## src/rtl/ifetch_pkg.sv

```systemverilog
// Shared types and constants for the instruction fetch stage.
package ifetch_pkg;

    typedef enum logic [1:0] {
        ST_FETCH = 2'd0,
        ST_HOLD  = 2'd1
    } ifetch_state_e;

    localparam logic [63:0] RESET_PC_DEFAULT = 64'd0;
    localparam logic [63:0] PC_STEP_DEFAULT  = 64'd4;

    // Low address bits cleared on a redirect so the PC stays word aligned.
    localparam logic [1:0]  ALIGN_MASK       = 2'b11;

endpackage

```

## src/rtl/program_counter.sv

```systemverilog
// Program counter: reset value, sequential step, and word-aligned redirect, gated by en_i.
module program_counter
    import ifetch_pkg::*;
#(
    parameter int unsigned          WORDSIZE = 64,
    parameter logic [WORDSIZE-1:0]  RESET_PC = WORDSIZE'(RESET_PC_DEFAULT),
    parameter logic [WORDSIZE-1:0]  PC_STEP  = WORDSIZE'(PC_STEP_DEFAULT)
) (
    input  logic                clk,
    input  logic                rst,
    input  logic                en_i,
    input  logic                load_i,
    input  logic [WORDSIZE-1:0] load_value_i,
    output logic [WORDSIZE-1:0] pc_o
);

    localparam logic [WORDSIZE-1:0] LOAD_MASK = ~WORDSIZE'(ALIGN_MASK);

    logic [WORDSIZE-1:0] pc_q;
    logic [WORDSIZE-1:0] pc_d;

    // Sequential step wraps silently at the top of the address space.
    always_comb begin
        pc_d = pc_q;
        if (en_i) begin
            if (load_i) pc_d = load_value_i & LOAD_MASK;
            else        pc_d = pc_q + PC_STEP;
        end
    end

    always_ff @(posedge clk or posedge rst) begin
        if (rst) pc_q <= RESET_PC;
        else     pc_q <= pc_d;
    end

    assign pc_o = pc_q;

endmodule

```

## src/rtl/instruction_fetch.sv

```systemverilog
// Fetch stage: FETCH/HOLD handshake with instruction memory and the control unit.
// Optional perf counters (fetch_count, stall_cycles) under IFETCH_PERF_COUNTERS_EN.
module instruction_fetch
    import ifetch_pkg::*;
#(
    parameter int unsigned          SIZE     = 32,
    parameter int unsigned          WORDSIZE = 64,
    parameter logic [WORDSIZE-1:0]  RESET_PC = WORDSIZE'(RESET_PC_DEFAULT),
    parameter logic [WORDSIZE-1:0]  PC_STEP  = WORDSIZE'(PC_STEP_DEFAULT)
) (
    input  logic                clk,
    input  logic                rst,
    output logic [WORDSIZE-1:0] imem_addr,
    output logic                imem_req,
    input  logic [SIZE-1:0]     imem_rdata,
    input  logic                imem_valid,
    output logic [SIZE-1:0]     instruction,
    output logic                instr_valid,
    input  logic                instr_ack,
    input  logic                pc_load,
    input  logic [WORDSIZE-1:0] pc_load_value,
    output logic [WORDSIZE-1:0] pc
`ifdef IFETCH_PERF_COUNTERS_EN
    ,
    output logic [WORDSIZE-1:0] fetch_count,
    output logic [WORDSIZE-1:0] stall_cycles
`endif
);

    ifetch_state_e       state_q;
    logic [SIZE-1:0]     instr_q;
    logic                instr_valid_q;
    logic                pc_en;
    logic [WORDSIZE-1:0] pc_w;

    // PC only moves when the control unit retires the held instruction.
    assign pc_en = (state_q == ST_HOLD) && instr_ack;

    program_counter #(
        .WORDSIZE (WORDSIZE),
        .RESET_PC (RESET_PC),
        .PC_STEP  (PC_STEP)
    ) u_pc (
        .clk          (clk),
        .rst          (rst),
        .en_i         (pc_en),
        .load_i       (pc_load),
        .load_value_i (pc_load_value),
        .pc_o         (pc_w)
    );

    always_ff @(posedge clk or posedge rst) begin
        if (rst) begin
            state_q       <= ST_FETCH;
            instr_q       <= '0;
            instr_valid_q <= 1'b0;
        end else begin
            unique case (state_q)
                ST_FETCH: begin
                    if (imem_valid) begin
                        instr_q       <= imem_rdata;
                        instr_valid_q <= 1'b1;
                        state_q       <= ST_HOLD;
                    end
                end
                ST_HOLD: begin
                    if (instr_ack) begin
                        instr_valid_q <= 1'b0;
                        state_q       <= ST_FETCH;
                    end
                end
                default: begin
                    instr_valid_q <= 1'b0;
                    state_q       <= ST_FETCH;
                end
            endcase
        end
    end

    // Gating with rst drops the request the moment reset hits, abandoning any in-flight fetch.
    assign imem_req    = (state_q == ST_FETCH) && !rst;
    assign imem_addr   = pc_w;
    assign pc          = pc_w;
    assign instruction = instr_q;
    assign instr_valid = instr_valid_q;

`ifdef IFETCH_PERF_COUNTERS_EN
    logic [WORDSIZE-1:0] fetch_count_q;
    logic [WORDSIZE-1:0] fetch_count_d;
    logic [WORDSIZE-1:0] stall_cycles_q;
    logic [WORDSIZE-1:0] stall_cycles_d;

    always_comb begin
        fetch_count_d  = fetch_count_q;
        stall_cycles_d = stall_cycles_q;
        if (state_q == ST_FETCH) begin
            if (imem_valid) fetch_count_d  = fetch_count_q + 1'b1;
            else            stall_cycles_d = stall_cycles_q + 1'b1;
        end
    end

    always_ff @(posedge clk or posedge rst) begin
        if (rst) begin
            fetch_count_q  <= '0;
            stall_cycles_q <= '0;
        end else begin
            fetch_count_q  <= fetch_count_d;
            stall_cycles_q <= stall_cycles_d;
        end
    end

    assign fetch_count  = fetch_count_q;
    assign stall_cycles = stall_cycles_q;
`endif

endmodule

```

## config.mk

```make
export PLATFORM = sky130hd
export DESIGN_NAME = instruction_fetch
export DESIGN_NICKNAME = d
export VERILOG_FILES = /design/src/rtl/ifetch_pkg.sv /design/src/rtl/program_counter.sv /design/src/rtl/instruction_fetch.sv
export SDC_FILE = /design/constraint.sdc
export NUM_CORES = 1
export LEC_CHECK = 0
export CAP_MARGIN = 20
export CORE_MARGIN = 8
export CORE_UTILIZATION = 46
export CTS_CLUSTER_DIAMETER = 150
export DETAILED_ROUTE_END_ITERATION = 12
export GPL_ROUTABILITY_DRIVEN = 0
export PLACE_DENSITY_LB_ADDON = 0.05
export SKIP_CTS_REPAIR_TIMING = 1
export SLEW_MARGIN = 5
export SYNTH_ARGS = -nofsm -noshare
export SYNTH_HDL_FRONTEND = slang
export SYNTH_HIERARCHICAL = 1
export SYNTH_SLANG_ARGS = --single-unit
export TNS_END_PERCENT = 1
```

## constraint.sdc

```tcl
create_clock -name clk -period 4.25 [get_ports clk]
set_input_delay 0.85 -clock clk [delete_from_list [all_inputs] [get_ports clk]]
set_output_delay 0.85 -clock clk [all_outputs]
set_load 0.1 [all_outputs]
```

==> results.cfg, run 1 <==
[clocking]
path_clk_slew_ps = 70
clk_path_buf_depth = 2
htreeDepth = 3
clk_latency_ps = 340
cts_sinks = 95
numCtsBuffers = 9
cts-root-buf = clkbuf_16
cts_tree = done

[floorplan]
dieArea_um2 = 17000
die_y_um = 131
io_pins = 263
start_util = 0.463
std_cell_rows = 42
coreArea_um2 = 13000
die_width_um = 131

[power_and_ir_drop]
power_density_nw_per_um2 = 755
power_w = 0.00641
ir_drop_mv = 0.433
p_leak_nw = 3.29

[setup_path]
path_buf_inv = 1
end_kind = output port
max_stage_delay_ps = 1220
critPathKind = reg -> out
cpLargestDelayFamily = buffers and inverters
worstPathMaxFanout = 10
r2r_slack_ps = 1560
cp.required_ps = 3400
crit_start = u_pc/pc_o[30]
crit_slowest_cell = clkdlybuf4s50_1
crit_path_cell_trace = clkdlybuf4s50_1
crit_path_start_kind = flop
critical_path_arrival_ps = 2130
rr_startpoint = u_pc/pc_o[7]

[drt]
via_count = 5874
drtIter0Drc = 484
routedWlPerCell_um = 20.7
final_antenna_net_count = 0
drcViolationCount = 0
post_drt_via_cell_ratio = 5.89
wl_um = 20700
dr.pass1.iters = 5

[global_routing]
grt_pass1_wl_um = 31500
grt-ovfl-total = 0
grt_util_all_layers = 0.235
antenna_found_initial = 0
grt_pass1_vias = 5895
grt_max_degree = 57

[yosys]
ys.flop_type = dfrtp_1
syn_inst = 642
syn_avg_cell_area_um2 = 9.40
yosysUniqueCellTypes = 68
syn_area_um2 = 6030
ys_async_sr_fraction = 1.00
synth_edf_count = 0
ys_ff_latch = 95
ys_warn_count = 6
yosysSeqAreaShare = 0.394

[placement]
post-dp-hpwl_um = 15100
port_buffers = 256
dpl_cell_area_um2 = 8210
dpl.cell_count = 982

[sta]
slew_viol_final = 0
clock.fmax_mhz = 335
max_slew_margin = 0.308
final-hold-violation-count = 0
setup_viol = 0
post-route-period-util = 0.702
setup_tns_ps = 0
period_needed_ps = 2980
whs_ps = 510
fin_skew_ps = 7.14
tightest_slew_ps = 1030
rsz0062_at_grt = no

[run_status]
status = completed

[cells_and_area]
instances_no_fill = 998
drive_gt1_frac = 0.102
final-seq-area_um2 = 2380
finalInstanceArea_um2 = 8500
nNetsFinal = 919
multi_input_area_um2 = 2930
area.growth.synth_to_final_pct = 40.8
fill_cells = 1122
antennaDiodeCount = 0

[job]
drv_cap = 0

[hold_path]
hp-class = reg -> reg
min_from = instruction[13]
cell type report:
type | instances | share of cell area
flip-flops and latches | 95 | 0.280
repair buffers | 268 | 0.311
clock inverters | 4 | 0.00353
inverters | 10 | 0.00442
multi-input cells | 433 | 0.345
well taps | 176 | 0.0259
clock buffers | 12 | 0.0302
per-layer routing:
metal,part of all wire,GRT usage
met5,0,0
met4,0.017,0.0851
met3,0.098,0.0641
met2,0.48,0.390
met1,0.40,0.288
stage by stage:
step | setup WS (ps) | utilization
after global routing | 1220 | 0.652
final | 1270 | 0.652
after detailed placement | 1090 | 0.630
after global placement | 1100 | 0.630
after CTS | 1240 | 0.652
after floorplan | 1230 | -
report_power, final:
group	internal (W)	switching (W)
Clock	0.000431	0.000367
Sequential	0.00112	0.000321
Combinational	0.000945	0.00323
path summary, 6_finish.rpt:
path	to	cells after the start
max in group asynchronous	u_pc/pc_o[44]	3
setup reg to reg	u_pc/pc_o[53]	5
min in group asynchronous	instruction[3]	2
hold / removal	instruction[13]	1
setup / recovery	imem_addr[30]	1
hold reg to reg	instruction[13]	1
flip-flops by register name (all words and copies together) (netlist names):
name / flops
instruction: 32
instr_valid: 1
u_pc/pc_o: 62
cells in the final DEF, fill, tap and decap left out, drive strengths merged, types with 14 or more instances in the layout:
cell | netlist | routed
dfrtp | 95 | 95
clkdlybuf4s50 | 0 | 254
buf | 77 | 14
nor2 | 40 | 40
o21ai | 28 | 28
o22ai | 19 | 19
nor3 | 16 | 16
nand2 | 42 | 42
and3 | 14 | 14
a21oi | 41 | 41
nand3 | 46 | 46
mux2 | 33 | 33
nand4 | 27 | 27
cells in the mapped netlist, types with 3 or more instances:
master     n  area share
o21ai_0   28       0.023
a22oi_1   11       0.014
nand3_1   45       0.037
nand2_1   42       0.026
mux2_4    30       0.075
a21o_1     3      0.0037
o211ai_1  10       0.012
a211oi_1   6      0.0075
o22ai_1   19       0.020
a41o_1     4      0.0066
buf_2      3      0.0025
nand2b_1   4      0.0041
o31ai_1    3      0.0037
buf_4     66       0.082
nand4_1   24       0.025
o311ai_0   5      0.0073
nor3_2     3      0.0050
and3_1    14       0.015
a311oi_1   6      0.0087
a31o_2     4      0.0058
nor2b_1    3      0.0031
a21oi_1   41       0.034
nor4_1     8      0.0083
nor3_1    13       0.011
a22o_1     3      0.0044
or4_1     10       0.012
dfrtp_1   95        0.39
buf_12     3       0.010
buf_1      4      0.0025
and2_1     5      0.0052
nor2_1    39       0.024
and4_1     5      0.0073
clkbuf_1  28       0.017
inv_1      9      0.0056
nor4_2     3      0.0062
cells by family (layout without fill, tap and decap cells):
| family | after synthesis | in the layout | synth area share |
|---|---|---|---|
| DFF | 95 | 95 | 0.394 |
| AOI/OAI and AO/OA | 160 | 160 | 0.176 |
| adders and majority gates | 1 | 1 | 0.00207 |
| other | 1 | 2 | 0.000622 |
| buffers and inverters | 115 | 294 | 0.123 |
| muxes | 35 | 35 | 0.0836 |
| and+or+nand+nor | 235 | 235 | 0.221 |
Power figures use the tool's default switching activity.
==> run 2, diff against run 1 <==
- CORE_UTILIZATION: 46 -> 43
- clock period: 4.25 -> 3 ns (I/O delays scaled with it)
==> results.cfg, run 2 (synthesis results as in run 1) <==
[run_status]
status = completed

[setup_path]
worstReg2RegEnd = u_pc/pc_o[43]
worstPathMaxFanout = 9
reg2reg_depth = 5
max_stage_delay_ps = 620
cpLargestDelayFamily = simple AND/OR/NAND/NOR gates
critPathKind = reg -> reg
path_buf_inv = 0
crit_path_cell_trace = nand4_4 -> or4_4 -> nor4_2 -> mux2_1 -> a221o_1
end_kind = flop
cp.required_ps = 3230
crit_slowest_cell = or4_4
critical_path_arrival_ps = 2720
crit_path_start_kind = flop
r2r_slack_ps = 510
rr_startpoint = u_pc/pc_o[10]

[floorplan]
dieArea_um2 = 18100
coreArea_um2 = 13800
std_cell_rows = 43
die_width_um = 134
start_util = 0.438
die_y_um = 134
io_pins = 263

[sta]
rsz0062_at_grt = no
period_needed_ps = 2490
max_slew_margin = 0.611
setup_tns_ps = 0
setup_viol = 0
tightest_slew_ps = 581
clock.fmax_mhz = 402
final-hold-violation-count = 0
slew_viol_final = 0
fin_skew_ps = 8.04
post-route-period-util = 0.829

[global_routing]
antenna_found_initial = 0
grt_pass1_vias = 5740
grt_pass1_wl_um = 31500
grt-ovfl-total = 0
grt_util_all_layers = 0.217
grt_max_degree = 50

[cells_and_area]
drive_gt1_frac = 0.304
final-seq-area_um2 = 2380
mostFrequentLayoutCells = 180 x buf_4, 97 x clkdlybuf4s50_1, 95 x dfrtp_1
finalInstanceArea_um2 = 8200
fill_cells = 1245
multi_input_area_um2 = 2930
largest_reg_flops = 62
antennaDiodeCount = 0
area.growth.synth_to_final_pct = 35.9
nNetsFinal = 931
mostFrequentLayoutCell = buf_4

[drt]
post_drt_via_cell_ratio = 5.78
drtIter0Drc = 495
routedWlPerCell_um = 20.3
drcViolationCount = 0
dr.pass1.iters = 5
final_antenna_net_count = 0
via_count = 5851
wl_um = 20600

[hold_path]
min_to = instruction[5]
min_from = instruction[5]
min_path_cells = 1
hp-class = reg -> reg

[placement]
dpl_cell_area_um2 = 7940
post-dp-hpwl_um = 15200
port_buffers = 256

[clocking]
numCtsBuffers = 9
cts-root-buf = clkbuf_16
cts_sinks = 95
path_clk_slew_ps = 70
cts_tree = done
htreeDepth = 3
clk_path_buf_depth = 2
clk_latency_ps = 350

[power_and_ir_drop]
ir_drop_mv = 0.755
power_density_nw_per_um2 = 1080
p_leak_nw = 3.48

[job]
drv_cap = 0
==> run 2: cell types whose count changed in the layout (fill, tap and decap cells not counted) <==
cell / previous run / this run
clkdlybuf4s50_1: 254 / 97
clkinv_2: 1 / 3
clkbuf_8: 2 / 0
buf_12: 0 / 2
buf_4: 13 / 180
clkinvlp_4: 1 / 2
clkinv_4: 2 / 1
clkbuf_1: 1 / 0
==> run 2: layout make-up <==
class | instances | area share
inverters | 10 | 0.00458
clock inverters | 6 | 0.00473
flip-flops and latches | 95 | 0.290
clock buffers | 9 | 0.0275
repair buffers | 280 | 0.289
well taps | 180 | 0.0275
multi-input cells | 433 | 0.357
==> run 2: worst max-delay path by stage <==
| stage | start | to | slack, ps | cells past startpoint |
|---|---|---|---|---|
| global route | u_pc/pc_o[26] | u_pc/pc_o[43] | 410 | 5 |
| floorplan | u_pc/pc_o[26] | u_pc/pc_o[43] | 70 | 5 |
| detailed placement | u_pc/pc_o[26] | u_pc/pc_o[43] | 520 | 5 |
| global placement | u_pc/pc_o[26] | u_pc/pc_o[43] | 570 | 5 |
| CTS | u_pc/pc_o[26] | u_pc/pc_o[43] | 510 | 5 |
| finish | u_pc/pc_o[10] | u_pc/pc_o[43] | 510 | 5 |
==> run 2: where the power goes <==
group	switching (W)	internal, W
Sequential	0.000460	0.00159
Clock	0.000514	0.000555
Combinational	0.00456	0.00117
==> run 2: worst reg2reg max path, delay by kind of cell (launching register included) <==
family             cells  cell delay [ps]
AOI/OAI and AO/OA      1              250
and+or+nand+nor        3             1200
muxes                  1              360
DFF                    1              560
==> run 2: metal layers <==
metal / routed length (µm) / global-route usage
met5: 0 / 0
met4: 354 / 0.0811
met3: 1660 / 0.0498
met2: 9720 / 0.346
met1: 8850 / 0.282
==> run 2: through the flow <==
stage / power, W / worst slack (ps) / hold slack (ps) / utilization / cells
2_1_floorplan: 0.00681 / 73.4 / 716 / - / 643
3_3_place_gp: 0.00778 / 570 / 496 / 0.576 / 998
3_5_place_dp: 0.00782 / 521 / 497 / 0.576 / 998
4_1_cts: 0.00890 / 507 / 513 / 0.595 / 1013
5_1_grt: 0.00914 / 406 / 528 / 0.595 / 1013
6_report: 0.00885 / 513 / 512 / 0.595 / 1013
==> patch 1 (settings of run 2) <==
Add a define of `IFETCH_PERF_COUNTERS_EN`.
--- a/src/rtl/instruction_fetch.sv
+++ b/src/rtl/instruction_fetch.sv
@@ -2,2 +2,4 @@
 // Optional perf counters (fetch_count, stall_cycles) under IFETCH_PERF_COUNTERS_EN.
+`define IFETCH_PERF_COUNTERS_EN
+
 module instruction_fetch
Behaviour (old outputs only; new: fetch_count and stall_cycles): unchanged (Yosys induction, for registers that start in step).
==> patch 1 against run 2 <==
Cell count increased by 89%. Sequential power increased by 94%. Routed wire length increased by 91%. Total power increased by 56%. Count of clock-buffer cells in the layout increased by 27. Sequential cell count increased by 128. Synthesized area increased by 96%. Critical path depth unchanged. Setup slack got worse by 0.017 ns. First-iteration DRC count increased by 79%. Combinational power increased by 15%. Maximum frequency decreased by 0.69%. Design area increased by 96%. Critical path type unchanged. Largest power group unchanged.
==> patch 1: results (changes against run 2) <==
synthesis:
  async_flop_share: 1.00  # unchanged
  yosys_warnings: 6  # unchanged
  synth_cell_types: 74  # +8.8%
  syn_area_per_cell_um2: 9.84  # +4.7%
  seq_area_frac_synth: 0.472  # +0.0781
  synth_top_cells_by_count: "dfrtp_1 (223), nand2_1 (91), nand3_1 (83), nor2_1 (72)"
  netlist_top_cells_area: "dfrtp_1 (47%), xor2_1 (4.9%), xnor2_1 (4.4%)"
power:
  power_density_nw_per_um2: 861  # -20%
  p_switching_mw: 7.12  # +29%
  leakagePower_nw: 7.31  # +110%
  seqPwrFrac: 0.288  # +0.056
  peakVddDrop_mv: 0.702  # -7.1%
  p_comb_mw: 6.59  # +15%
setup_path:
  slowest_stage: "or4_4"
  reg2reg_slack_ns: 0.50  # -0.02 ns
  max_stage_delay_ns: 0.61
  path_delay_family: "simple AND/OR/NAND/NOR gates"
  crit_path_max_fanout: 9  # unchanged
  critPathArrivalTime_ns: 2.91  # +0.19 ns
cells_and_area:
  antennaDiodeCount: 0  # unchanged
  final_layout_size_suffix_gt1_frac: 0.290  # -0.0136
  fin_nets: 1660  # +78%
clock_network:
  clk_transition_reported_paths_ns: 0.06
  htreeDepth: 1  # -2
  cts-root-buf: "clkbuf_16"
  clock_path_buffers: 3  # +1
  cts_made_buffers: 26  # +17
  clk_latency_ns: 0.52  # +0.17 ns
route:
  drcViolationCount: 0  # unchanged
  ant_nets: 0  # unchanged
  dr.pass1.iters: 6  # +1
  drt-initial-drc-count: 886  # +79%
  vias_per_cell: 5.60  # -3.1%
  vias: 10722  # +83%
  wl_per_cell_um: 20.5  # +0.83%
grt:
  antenna_found_initial: 0  # unchanged
  grt_max_degree: 62  # +24%
  grt_pass1_wl_mm: 61.5  # +95%
  grt_usage: 0.228  # +0.0104
timing:
  fin_skew_ns: 0.0117  # +0.00371 ns
  relSlewSlack: 0.548  # -0.0631
place:
  portBuffers: 384  # +50%
  dp.cells: 1869  # +87%
  hpwl_mm: 29.8  # +97%
hold_path:
  hold_class: "reg2reg"
status:
  status: "finished clean"
-- patch 1: cells by family after synthesis --
logic type | share of synthesized area
other | 0.000317
xor gates and xnor gates | 0.0940
muxes | 0.0350
and+or+nand+nor | 0.240
AOI/OAI and AO/OA | 0.0899
adders and majority gates | 0.00318
DFF | 0.472
buffers and inverters | 0.0658
-- patch 1: layout make-up --
class / instances / area (µm²)
Multi-Input combinational cell: 839 / 5470
Timing Repair Buffer: 439 / 3570
Clock inverter: 11 / 135
Inverter: 27 / 105
Fill cell: 2382 / 10900
Sequential cell: 223 / 5580
Clock buffer: 36 / 749
Tap cell: 341 / 427
-- patch 1: path summary, 6_finish.rpt --
| check | startpoint | to | cells after the start |
|---|---|---|---|
| max in group asynchronous | rst | u_pc/pc_o[59] | 3 |
| max | u_pc/pc_o[10] | u_pc/pc_o[43] | 5 |
| min in group asynchronous | rst | stall_cycles[3] | 2 |
| min | stall_cycles[63] | stall_cycles[63] | 1 |
| min reg2reg | stall_cycles[63] | stall_cycles[63] | 1 |
| max reg2reg | u_pc/pc_o[10] | u_pc/pc_o[43] | 5 |
-- patch 1: per-layer routing --
| layer | GRT usage | up-vias | part of all wire |
|---|---|---|---|
| met5 | 0 | - | 0 |
| met4 | 0.0610 | 0 | 0.024 |
| met3 | 0.0593 | 50 | 0.082 |
| met2 | 0.393 | 433 | 0.49 |
| met1 | 0.278 | 5217 | 0.41 |
| li1 | - | 5022 | - |
-- patch 1: per-stage QoR --
step	hold WS [ns]	worst slack, ns	cell area [µm²]
floorplan	0.716	-0.0414	11800
global placement	0.457	0.0757	15200
detailed placement	0.462	0.0738	15200
CTS	0.474	0.487	16000
global route	0.495	0.373	16000
finish	0.471	0.496	16000
==> patch 2 (config.mk and constraints of run 2) <==
Without the edit above. Change the parameter `SIZE` from 32 to 16.
--- a/src/rtl/instruction_fetch.sv
+++ b/src/rtl/instruction_fetch.sv
@@ -5,3 +5,3 @@
 #(
-    parameter int unsigned          SIZE     = 32,
+    parameter int unsigned          SIZE     = 16,
     parameter int unsigned          WORDSIZE = 64,
Interface: changed (resized imem_rdata and instruction); port bits go from 263 to 231. The function was not compared with the original's and may differ.
==> patch 2 against run 2 <==
Design area down 12%. Routed wire length down 9.8%. First-iteration DRC count up 33%. Critical path depth unchanged. Synthesized area down 11%. Hold slack worse by 0.0016 ns. Total power down 10%. Via count down 6.2%. Count of clock-buffer cells in the layout unchanged. Synthesized cell count down 5.3%. Sequential cell count down 16. Combinational power down 12%. Setup slack worse by 0.0072 ns. Critical path type unchanged. Largest cell class unchanged.
==> patch 2: results (changes against run 2) <==
status:
  status: "finished clean"
synthesis:
  seq_area_frac_synth: 0.370  # -0.0238
  netlist_top_cells_area: "dfrtp_1 (37%), buf_4 (9.3%), nand3_1 (4.2%)"
  synth_compound_area_frac: 0.199  # +0.0229
  muxShareOfSynthArea: 0.0466  # -0.0369
  synth_top_cells_by_count: "dfrtp_1 (79), buf_4 (66), nand3_1 (45), nand2_1 (42), a21oi_1 (41)"
  synthAdderAreaFrac: 0.00234  # +0.000269
cells_and_area:
  fin_nets: 847  # -9.0%
  fillers: 1064  # -15%
  final_layout_size_suffix_gt1_frac: 0.285  # -0.0191
power:
  seqPwrFrac: 0.219  # -0.013
  p_comb_mw: 5.05  # -12%
  internal-power_mw: 3.03  # -8.7%
  peakVddDrop_mv: 0.671  # -11%
  leakagePower_nw: 3.02  # -13%
hold_path:
  holdCritStartpoint: "instruction[9]"
  hold_end: "instruction[9]"
route:
  drt-initial-drc-count: 659  # +33%
  wl_per_cell_um: 19.9  # -2.2%
  dr.pass1.iters: 6  # +1
  vias_per_cell: 5.88  # +1.7%
timing:
  finalWorstSetupSlack_ns: 0.506  # -0.00722 ns
  relSlewSlack: 0.544  # -0.0666
  fin_skew_ns: 0.00522  # -0.00282 ns
grt:
  grt_usage: 0.222  # +0.00429
  grt_pass1_vias: 5316  # -7.4%
place:
  place_ws_ns: 0.367  # -0.153 ns
  hpwl_mm: 13.6  # -10%
  portBuffers: 224  # -13%
setup_path:
  path_class: "reg2reg"
[patch 2: cell types whose count changed after synthesis]
cell and change:
mux2_4 -20, mux2_2 +4, nor2b_2 +1, dfrtp_1 -16, nor2b_1 -1, buf_12 -2
[patch 2: cell type report]
type                       instances  share of cell area
clock buffer                       9              0.0311
timing repair buffer             244               0.282
tap                              168              0.0290
clock inverter                     7              0.0121
multi-input combinational        417               0.368
sequential                        79               0.273
inverter                          10             0.00518
[patch 2: through the flow]
stage	hold WS (ns)	util	std cells	instance area (µm²)	total power, mW
2_1_floorplan	0.526	-	609	5340	5.97
3_3_place_gp	0.494	0.575	918	6940	6.78
3_5_place_dp	0.495	0.575	918	6940	6.82
4_1_cts	0.513	0.601	934	7250	8.01
5_1_grt	0.528	0.601	934	7250	8.22
6_report	0.510	0.601	934	7250	7.96
[patch 2: layer usage]
metal / routed length (µm) / track usage
met2: 8770 / 0.356
met5: 0 / 0
met4: 189 / 0.0574
met3: 1550 / 0.0641
met1: 8050 / 0.285
